File: config.mk
export PLATFORM = sky130hd
export DESIGN_NAME = trace_replay_ctrl_flat
export DESIGN_NICKNAME = d
export VERILOG_FILES = /design/src/rtl/trace_replay_if.sv /design/src/rtl/trace_replay_ctrl.sv /design/src/flat_wrapper.sv
export SDC_FILE = /design/constraint.sdc
export NUM_CORES = 1
export LEC_CHECK = 0
export CAP_MARGIN = 10
export CORE_MARGIN = 8
export CORE_UTILIZATION = 30
export DETAILED_ROUTE_END_ITERATION = 10
export GPL_TIMING_DRIVEN = 1
export PLACE_DENSITY = 0.58
export SLEW_MARGIN = 40
export SYNTH_ARGS = -nofsm -noshare
export SYNTH_HDL_FRONTEND = slang
export SYNTH_SLANG_ARGS = --single-unit
File: constraint.sdc
create_clock -name clk -period 6.8 [get_ports clk]
set_input_delay 0.68 -clock clk [delete_from_list [all_inputs] [get_ports clk]]
set_output_delay 0.68 -clock clk [all_outputs]
set_load 0.005 [all_outputs]
File: src/rtl/trace_replay_if.sv
// Bus bundle for the trace replay controller: host write port, trace stream
// towards the cache simulator, and the single trace SRAM port.
interface trace_replay_if #(
    parameter int ADDR_W = 8,
    parameter int DATA_W = 32
);
    logic              host_wr_valid;
    logic              host_wr_ready;
    logic [ADDR_W-1:0] host_wr_addr;
    logic [DATA_W-1:0] host_wr_data;

    logic              trace_valid;
    logic              trace_ready;
    logic [DATA_W-1:0] trace_data;

    logic              sram_csb;
    logic              sram_web;
    logic [ADDR_W-1:0] sram_addr;
    logic [DATA_W-1:0] sram_din;
    logic [DATA_W-1:0] sram_dout;

    // Controller side
    modport slave (
        input  host_wr_valid, host_wr_addr, host_wr_data,
        output host_wr_ready,
        output trace_valid, trace_data,
        input  trace_ready,
        output sram_csb, sram_web, sram_addr, sram_din,
        input  sram_dout
    );

    // Host / consumer / SRAM side
    modport master (
        output host_wr_valid, host_wr_addr, host_wr_data,
        input  host_wr_ready,
        input  trace_valid, trace_data,
        output trace_ready,
        input  sram_csb, sram_web, sram_addr, sram_din,
        output sram_dout
    );
endinterface

File: src/rtl/trace_replay_ctrl.sv
// Trace replay controller: owns the trace SRAM port, accepts host writes while
// idle and replays trace_len words from address 0 onto a valid/ready stream.
module trace_replay_ctrl #(
    parameter int ADDR_W = 8,
    parameter int DATA_W = 32
) (
    input  logic              clk,
    input  logic              reset,
    trace_replay_if.slave     bus,
    input  logic              start,
    input  logic              abort,
    input  logic [ADDR_W:0]   trace_len,
    output logic              busy,
    output logic              done,
    output logic [ADDR_W:0]   replay_count
);
    localparam logic [ADDR_W:0] LEN_MAX = (ADDR_W+1)'(1) << ADDR_W;

    typedef enum logic [1:0] {S_IDLE, S_READ, S_DRAIN, S_DONE} state_t;

    state_t            state_q, state_d;
    logic [ADDR_W:0]   len_q, len_d;
    logic [ADDR_W:0]   issue_cnt_q, issue_cnt_d;
    logic [ADDR_W:0]   replay_cnt_q, replay_cnt_d;
    logic              csb_q, csb_d;
    logic              web_q, web_d;
    logic [ADDR_W-1:0] addr_q, addr_d;
    logic [DATA_W-1:0] din_q, din_d;
    logic              rd_issue_q, rd_issue_d;   // read on the SRAM pins this cycle
    logic              rd_valid_q, rd_valid_d;   // sram_dout holds read data this cycle
    logic              done_q, done_d;

    logic [DATA_W-1:0] fifo_mem_q [2];
    logic              wr_ptr_q, wr_ptr_d;
    logic              rd_ptr_q, rd_ptr_d;
    logic [1:0]        fifo_cnt_q, fifo_cnt_d;

    logic              fifo_empty, pop, pop_fifo, push, flush, wr_ready;
    logic [2:0]        occ;

    // Stream side: an empty FIFO lets the SRAM word straight through so that a
    // two-stage read pipeline still sustains one word per cycle with at most
    // two words buffered or in flight.
    assign fifo_empty      = (fifo_cnt_q == 2'd0);
    assign bus.trace_valid = !fifo_empty || rd_valid_q;
    assign bus.trace_data  = fifo_empty ? bus.sram_dout : fifo_mem_q[rd_ptr_q];
    assign pop             = bus.trace_valid && bus.trace_ready;
    assign pop_fifo        = pop && !fifo_empty;
    assign push            = rd_valid_q && !(fifo_empty && pop);
    assign occ             = 3'(fifo_cnt_q) + 3'(rd_issue_q) + 3'(rd_valid_q) - 3'(pop);
    assign flush           = abort && (state_q != S_IDLE);

    assign busy              = (state_q == S_READ) || (state_q == S_DRAIN);
    assign done              = done_q;
    assign replay_count      = replay_cnt_q;
    assign bus.host_wr_ready = wr_ready;
    assign bus.sram_csb      = csb_q;
    assign bus.sram_web      = web_q;
    assign bus.sram_addr     = addr_q;
    assign bus.sram_din      = din_q;

    // Next-state, SRAM request and FIFO bookkeeping
    always_comb begin
        state_d      = state_q;
        len_d        = len_q;
        issue_cnt_d  = issue_cnt_q;
        replay_cnt_d = replay_cnt_q;
        csb_d        = 1'b1;
        web_d        = 1'b1;
        addr_d       = addr_q;
        din_d        = din_q;
        rd_issue_d   = 1'b0;
        done_d       = 1'b0;
        wr_ready     = 1'b0;

        if (busy && pop && (replay_cnt_q < len_q))
            replay_cnt_d = replay_cnt_q + (ADDR_W+1)'(1);

        unique case (state_q)
            S_IDLE: begin
                wr_ready = !start && !reset;
                if (start) begin
                    len_d        = (trace_len > LEN_MAX) ? LEN_MAX : trace_len;
                    issue_cnt_d  = '0;
                    replay_cnt_d = '0;
                    state_d      = (trace_len == '0) ? S_DONE : S_READ;
                end else if (bus.host_wr_valid && wr_ready) begin
                    csb_d  = 1'b0;
                    web_d  = 1'b0;
                    addr_d = bus.host_wr_addr;
                    din_d  = bus.host_wr_data;
                end
            end
            S_READ: begin
                if (issue_cnt_q == len_q) begin
                    state_d = S_DRAIN;
                end else if (occ < 3'd2) begin
                    csb_d       = 1'b0;
                    web_d       = 1'b1;
                    addr_d      = issue_cnt_q[ADDR_W-1:0];
                    issue_cnt_d = issue_cnt_q + (ADDR_W+1)'(1);
                    rd_issue_d  = 1'b1;
                end
            end
            S_DRAIN: begin
                if (replay_cnt_q == len_q)
                    state_d = S_DONE;
            end
            S_DONE: begin
                done_d  = 1'b1;
                state_d = S_IDLE;
            end
            default: state_d = S_IDLE;
        endcase

        if (flush) begin
            state_d    = S_IDLE;
            csb_d      = 1'b1;
            web_d      = 1'b1;
            rd_issue_d = 1'b0;
            done_d     = 1'b0;
        end

        rd_valid_d = rd_issue_q && !flush;
        fifo_cnt_d = fifo_cnt_q + 2'(push) - 2'(pop_fifo);
        wr_ptr_d   = wr_ptr_q ^ push;
        rd_ptr_d   = rd_ptr_q ^ pop_fifo;
        if (flush) begin
            fifo_cnt_d = '0;
            wr_ptr_d   = 1'b0;
            rd_ptr_d   = 1'b0;
        end
    end

    // State and registered SRAM/stream control
    always_ff @(posedge clk) begin
        if (reset) begin
            state_q      <= S_IDLE;
            len_q        <= '0;
            issue_cnt_q  <= '0;
            replay_cnt_q <= '0;
            csb_q        <= 1'b1;
            web_q        <= 1'b1;
            addr_q       <= '0;
            din_q        <= '0;
            rd_issue_q   <= 1'b0;
            rd_valid_q   <= 1'b0;
            done_q       <= 1'b0;
            wr_ptr_q     <= 1'b0;
            rd_ptr_q     <= 1'b0;
            fifo_cnt_q   <= '0;
        end else begin
            state_q      <= state_d;
            len_q        <= len_d;
            issue_cnt_q  <= issue_cnt_d;
            replay_cnt_q <= replay_cnt_d;
            csb_q        <= csb_d;
            web_q        <= web_d;
            addr_q       <= addr_d;
            din_q        <= din_d;
            rd_issue_q   <= rd_issue_d;
            rd_valid_q   <= rd_valid_d;
            done_q       <= done_d;
            wr_ptr_q     <= wr_ptr_d;
            rd_ptr_q     <= rd_ptr_d;
            fifo_cnt_q   <= fifo_cnt_d;
        end
    end

    // Output FIFO storage, written with the word returned by the SRAM
    always_ff @(posedge clk) begin
        if (push)
            fifo_mem_q[wr_ptr_q] <= bus.sram_dout;
    end
endmodule

File: src/flat_wrapper.sv
// flat-port wrapper written by rule: the top's interface ports become plain ports
module trace_replay_ctrl_flat 
#(
    parameter int ADDR_W = 8,
    parameter int DATA_W = 32
)
  (clk, reset, start, abort, trace_len, busy, done, replay_count, bus_host_wr_valid, bus_host_wr_addr, bus_host_wr_data, bus_host_wr_ready, bus_trace_valid, bus_trace_data, bus_trace_ready, bus_sram_csb, bus_sram_web, bus_sram_addr, bus_sram_din, bus_sram_dout);
  trace_replay_if #(.ADDR_W(ADDR_W), .DATA_W(DATA_W)) bus_i ();
  input  logic clk;
  input  logic reset;
  input  logic start;
  input  logic abort;
  input  logic [ADDR_W:0] trace_len;
  output logic busy;
  output logic done;
  output logic [ADDR_W:0] replay_count;
  input wire logic [$bits(bus_i.host_wr_valid)-1:0] bus_host_wr_valid;
  input wire logic [$bits(bus_i.host_wr_addr)-1:0] bus_host_wr_addr;
  input wire logic [$bits(bus_i.host_wr_data)-1:0] bus_host_wr_data;
  output wire logic [$bits(bus_i.host_wr_ready)-1:0] bus_host_wr_ready;
  output wire logic [$bits(bus_i.trace_valid)-1:0] bus_trace_valid;
  output wire logic [$bits(bus_i.trace_data)-1:0] bus_trace_data;
  input wire logic [$bits(bus_i.trace_ready)-1:0] bus_trace_ready;
  output wire logic [$bits(bus_i.sram_csb)-1:0] bus_sram_csb;
  output wire logic [$bits(bus_i.sram_web)-1:0] bus_sram_web;
  output wire logic [$bits(bus_i.sram_addr)-1:0] bus_sram_addr;
  output wire logic [$bits(bus_i.sram_din)-1:0] bus_sram_din;
  input wire logic [$bits(bus_i.sram_dout)-1:0] bus_sram_dout;
  assign bus_i.host_wr_valid = bus_host_wr_valid;
  assign bus_i.host_wr_addr = bus_host_wr_addr;
  assign bus_i.host_wr_data = bus_host_wr_data;
  assign bus_host_wr_ready = bus_i.host_wr_ready;
  assign bus_trace_valid = bus_i.trace_valid;
  assign bus_trace_data = bus_i.trace_data;
  assign bus_i.trace_ready = bus_trace_ready;
  assign bus_sram_csb = bus_i.sram_csb;
  assign bus_sram_web = bus_i.sram_web;
  assign bus_sram_addr = bus_i.sram_addr;
  assign bus_sram_din = bus_i.sram_din;
  assign bus_i.sram_dout = bus_sram_dout;
  trace_replay_ctrl #(.ADDR_W(ADDR_W), .DATA_W(DATA_W)) u_core (.clk(clk), .reset(reset), .bus(bus_i), .start(start), .abort(abort), .trace_len(trace_len), .busy(busy), .done(done), .replay_count(replay_count));
endmodule
==> results of run 1 <==
[per-stage QoR]
stage	utilization	power, mW	std cells	instance area (um2)
after floorplan	-	1.36	599	6200
after global placement	0.403	1.67	1016	8160
after detailed placement	0.403	1.67	1016	8160
after CTS	0.433	2.63	1047	8760
after global routing	0.434	2.73	1047	8780
final	0.434	2.58	1047	8780
[layer usage]
metal / GRT usage / up-vias / wire, um
met4: 0.0407 / 0 / 187
li1: - / 2426 / -
met1: 0.163 / 2180 / 7420
met2: 0.210 / 120 / 7710
met5: 0 / - / 0
met3: 0.0481 / 15 / 1110
[cells in the mapped netlist, types with 3 or more instances]
cell,n
nand2_1,85
buf_2,3
buf_1,4
nand4_1,6
ha_1,21
or3_1,10
clkbuf_1,19
nor3_1,5
and3_1,5
edfxtp_1,64
nand3_1,8
mux2i_1,42
xnor2_1,19
and2_1,5
o21ai_0,20
inv_1,22
a211oi_1,9
nor2_1,59
dfxtp_1,78
a21oi_1,80
[final timing paths]
check / from / endpoint / slack, ns / cells after the start
min reg2reg: u_core.bus.sram_din[26] / u_core.bus.sram_din[26] / 0.45 / 2
max: u_core.fifo_cnt_q[0] / u_core.issue_cnt_q[3] / 3.49 / 13
max reg2reg: u_core.fifo_cnt_q[0] / u_core.issue_cnt_q[3] / 3.49 / 13
min: u_core.bus.sram_din[26] / u_core.bus.sram_din[26] / 0.45 / 2
[power groups by stage]
stage	registers, mW	logic [mW]	clock network, mW
finish	0.979	0.662	0.939
global route	0.984	0.742	1.00
CTS	0.980	0.677	0.970
detailed placement	0.998	0.673	0
global placement	0.997	0.672	0
floorplan	0.990	0.368	0
[tightest hold or removal path: cells and delay by family (launching register included)]
kind	cells	cell delay [ns]
simple gates	1	0.05
flops	1	0.31
compound gates	1	0.05
[cell families after synthesis]
family,share of synthesized area
and+or+nand+nor,0.154
DFF,0.562
AOI/OAI and AO/OA,0.107
buffers and inverters,0.0363
muxes,0.0678
adders and majority gates,0.0456
xor gates and xnor gates,0.0269
[layout make-up]
type,instances,area (um2)
Fill cell,1938,11500
Sequential cell,142,3480
Multi-Input combinational cell,404,2520
Timing Repair Buffer,177,1760
Clock buffer,17,425
Tap cell,270,338
Clock inverter,14,169
Inverter,23,86.3
[sequential cells by signal (all words and copies together), names as in the netlist, 2 cells and up]
name,cells
u_core.issue_cnt_q,9
u_core.replay_count,9
u_core.fifo_mem_q,64
u_core.bus.sram_addr,8
u_core.fifo_cnt_q,2
u_core.state_q,2
u_core.bus.sram_din,32
u_core.len_q,9
==> results.json, run 1 <==
{
  "status": "finished, final reports clean",
  "ys_warn_count": 0,
  "cts_setup_buffers": 0,
  "drive_above_1_share": 0.0695,
  "pwr-share-clk": 0.364,
  "cts_buffer_depth": 2,
  "p_per_area_nw_per_um2": 294,
  "grt_usage": 0.132,
  "combPwrFrac": 0.257,
  "gp_congestion": 0.757,
  "cpPeakStageDelay_ns": 0.39,
  "end_kind": "flip-flop",
  "initial_core_util": 0.306,
  "synth_top_area_share": 0.310,
  "grt_max_degree": 53,
  "drt_iter0_drc": 216,
  "die_h_um": 160,
  "fp.dieArea_um2": 25500,
  "synthFlopType": "dfxtp_1",
  "drt_pass1_iterations": 6,
  "yosys.area.top_type": "edfxtp_1",
  "swShare": 0.286,
  "fin_setup_tns_ns": 0,
  "synth_area_um2": 6200,
  "critPathTopFamily": "simple AND/OR/NAND/NOR gates",
  "period_needed_ns": 3.31,
  "clk_latency_ns": 0.42,
  "p_switching_mw": 0.737,
  "tightest_slew_ns": 0.716,
  "cts_tree": "built",
  "final-setup-viol-count": 0,
  "synth_cells": 599,
  "crit_buf_inv": 1,
  "post-dp-hpwl_um": 11700,
  "cp.arrival_ns": 3.60,
  "vias_per_cell": 4.53,
  "required_ns": 7.08,
  "synth_edf_count": 64,
  "fp.dieW_um": 160,
  "crit_slowest_cell": "or3_1",
  "numPortBuffers": 173,
  "ant_nets": 0,
  "io_pins": 174,
  "cts.sinks": 142,
  "drc": 0,
  "cts-root-buf": "clkbuf_16",
  "core_um2": 20200,
  "setup_slack_ns": 3.49,
  "post-place-ws_ns": 3.09,
  "async_reset_ff_frac": 0,
  "hp-class": "reg -> reg",
  "min_period_over_period": 0.487,
  "cts_made_buffers": 17,
  "routedWlPerCell_um": 15.7,
  "synthesis.nets": 708,
  "fin_skew_ns": 0.00622,
  "ir_drop_mv": 0.180,
  "p_int_mw": 1.84,
  "cts_hold_buf": 0,
  "rows": 52,
  "antenna_cells": 0,
  "holdWs_ns": 0.452,
  "ys_seq_elements": 142,
  "grt_pass1_vias": 4823,
  "p_leak_nw": 2.97,
  "critPathKind": "reg -> reg",
  "drv_cap": 0,
  "postCtsResizedCells": 0,
  "cp-start-kind": "flip-flop",
  "finalHoldViolations": 0,
  "synthTopCellsByArea": "edfxtp_1 (31%), dfxtp_1 (25%), mux2i_1 (6.8%), a21oi_1 (6.5%), nand2_1 (5.1%)",
  "mostFrequentLayoutCells": "clkdlybuf4s50_1 (172), nand2_1 (84), a21oi_1 (80)",
  "max_freq_mhz": 302,
  "synth-seq-area-share": 0.562,
  "synth_area_per_cell_um2": 10.3,
  "drt_wl_total_um": 16400,
  "path_cells": "or3_1, and2_4, ha_1, inv_1, ha_1, a21o_1, fa_1, xnor2_1, o21ai_1, nand2_1, nor4b_2, xnor2_1, nor2_1",
  "grt_overflow_total": 0,
  "syn_to_final_growth_pct": 41.6,
  "mostFrequentLayoutCell": "clkdlybuf4s50_1",
  "antenna_found_initial": 0,
  "clk_pin_slew_ns": 0.06,
  "htree_levels": 4,
  "cp_max_fo": 6,
  "p_seq_frac": 0.379,
  "slew-limit-headroom": 0.519,
  "grt_pass1_wl_um": 26900,
  "yosysUniqueCellTypes": 49,
  "rsz0062_at_grt": "no",
  "final-max-slew-violation-count": 0,
  "vias": 4741,
  "final_net_count": 874
}
No activity file was read; power rests on OpenSTA's default activity.
==> run 2, diff against run 1 <==
PLACE_DENSITY = 0.6   (was 0.58)
clock period = 2.67 ns   (was 6.8 ns; I/O delays follow)
==> run 2 against run 1 <==
The flow now finishes with violations (negative setup slack). First-iteration DRC count grew 16%. Utilization increased by 1.8 points. Maximum frequency grew 12%. Via count increased by 4.3%. Clock power rose by 150%. Critical path type unchanged. Critical endpoint is now u_core.issue_cnt_q[8]. Flip-flop and latch count stayed put.
==> results.json, run 2 (synthesis gave the netlist of run 1 again) <==
{
  "cts-root-buf": "clkbuf_16",
  "tightest_slew_ns": 0.730,
  "worstReg2RegEnd": "u_core.issue_cnt_q[8]",
  "antenna_found_initial": 0,
  "combPwrFrac": 0.294,
  "p_int_mw": 4.74,
  "rsz0062_at_grt": "yes",
  "top_usage_layer": "met2",
  "post-place-ws_ns": -0.462,
  "clk_latency_ns": 0.42,
  "dp.cells": 1031,
  "setup_slack_ns": -0.300,
  "mostFrequentLayoutCells": "clkdlybuf4s50_1 (172), nand2_1 (82), a21oi_1 (79)",
  "max_freq_mhz": 337,
  "vias_per_cell": 4.63,
  "cp.arrival_ns": 3.24,
  "pwr-share-clk": 0.339,
  "ant_nets": 0,
  "drive_above_1_share": 0.123,
  "swShare": 0.304,
  "violations": "negative setup slack",
  "critPathKind": "reg -> reg",
  "drt_pass1_iterations": 4,
  "grt_max_degree": 41,
  "drc": 0,
  "period_needed_ns": 2.97,
  "crit_buf_inv": 1,
  "r2r-start": "u_core.fifo_cnt_q[0]",
  "io_pins": 174,
  "grt_usage": 0.132,
  "largest_reg_flops": 64,
  "required_ns": 2.94,
  "grt_overflow_total": 0,
  "cts_made_buffers": 17,
  "met1_usage": 0.172,
  "rr_worst_depth": 13,
  "fin_setup_tns_ns": -4.41,
  "final-max-slew-violation-count": 0,
  "setup.worst_path.start": "u_core.fifo_cnt_q[0]",
  "placed_area_um2": 8430,
  "initial_core_util": 0.306,
  "crit_slowest_cell": "or3_4",
  "rrSetupSlack_ns": -0.30,
  "cpPeakStageDelay_ns": 0.37,
  "end_kind": "flip-flop",
  "drt_iter0_drc": 250,
  "gp_congestion": 0.772,
  "holdWs_ns": 0.189,
  "hp-class": "in -> reg",
  "mostFrequentLayoutCell": "clkdlybuf4s50_1",
  "cp_max_fo": 4,
  "path_cells": "or3_4, and2_4, ha_4, inv_2, ha_4, a21o_1, fa_2, xnor2_2, o21ai_4, nand3_4, nor4b_4, xnor2_1, nor2_1",
  "fp.dieArea_um2": 25500,
  "final_net_count": 894,
  "regMostFlops": "u_core.fifo_mem_q",
  "final-setup-viol-count": 18,
  "cts_hold_buf": 0,
  "grt_pass1_wl_um": 27300,
  "grt_pass1_vias": 4953,
  "min_to": "u_core.issue_cnt_q[0]",
  "cts_buffer_depth": 2,
  "vias": 4945,
  "p_per_area_nw_per_um2": 746,
  "clk_pin_slew_ns": 0.06,
  "slew-limit-headroom": 0.509,
  "ir_drop_mv": 0.407,
  "cp-start-kind": "flip-flop",
  "status": "finished, violations left",
  "rows": 52,
  "htree_levels": 4,
  "antenna_cells": 0,
  "fp.dieW_um": 160,
  "cts.sinks": 142,
  "critPathTopFamily": "simple AND/OR/NAND/NOR gates",
  "use_met2": 0.199,
  "p_seq_frac": 0.367,
  "p_leak_nw": 3.13,
  "hold_depth": 2,
  "drt_wl_total_um": 16700,
  "finalHoldViolations": 0,
  "die_h_um": 160,
  "p_switching_mw": 2.07,
  "fin_cells": 1068,
  "syn_to_final_growth_pct": 47.4,
  "numPortBuffers": 173,
  "cts_tree": "built",
  "drv_cap": 0,
  "post-dp-hpwl_um": 11800,
  "hp-start": "reset",
  "worst_path_most_repeated_cell": "ha_4",
  "routedWlPerCell_um": 15.7,
  "fin_skew_ns": 0.0121,
  "core_um2": 20200,
  "stdcell_area_um2": 9130,
  "min_period_over_period": 1.11,
  "grt.met3_usage": 0.0540
}
run 2: worst max-delay path by stage:
stage / endpoint / depth (start not counted)
floorplan: u_core.issue_cnt_q[8] / 13
global placement: u_core.issue_cnt_q[3] / 13
CTS: u_core.issue_cnt_q[8] / 13
global route: u_core.issue_cnt_q[3] / 13
finish: u_core.issue_cnt_q[8] / 13
detailed placement: u_core.issue_cnt_q[8] / 13
run 2: layout make-up:
class	count	area (um2)
Clock inverter	15	149
Sequential cell	142	3490
Clock buffer	17	425
Tap cell	270	338
Multi-Input combinational cell	404	2660
Fill cell	1921	11100
Timing Repair Buffer	197	1990
Inverter	23	86.3
run 2: through the flow:
stage | power, mW | util
detailed placement | 4.44 | 0.417
global route | 7.19 | 0.451
finish | 6.81 | 0.451
global placement | 4.43 | 0.417
CTS | 6.85 | 0.448
floorplan | 3.54 | -
run 2: timing repair:
item                                    4_1_cts  5_1_grt
gates cloned                                  1        0
endpoints found under the setup margin       18       37
pin swaps                                     6        4
resized for setup                             3       15
buffers inserted                              1        4
run 2: power groups by stage:
| stage | clock [mW] | sequential, mW | combinational (mW) |
|---|---|---|---|
| 6_report | 2.31 | 2.50 | 2.00 |
| 4_1_cts | 2.38 | 2.50 | 1.97 |
| 2_1_floorplan | 0 | 2.53 | 1.01 |
| 5_1_grt | 2.46 | 2.51 | 2.21 |
| 3_5_place_dp | 0 | 2.54 | 1.89 |
| 3_3_place_gp | 0 | 2.54 | 1.88 |
run 2: routing by layer:
metal	wire (um)	part of all wire
met1	7830	0.47
met2	7290	0.44
met3	1440	0.086
met4	185	0.011
met5	0	0
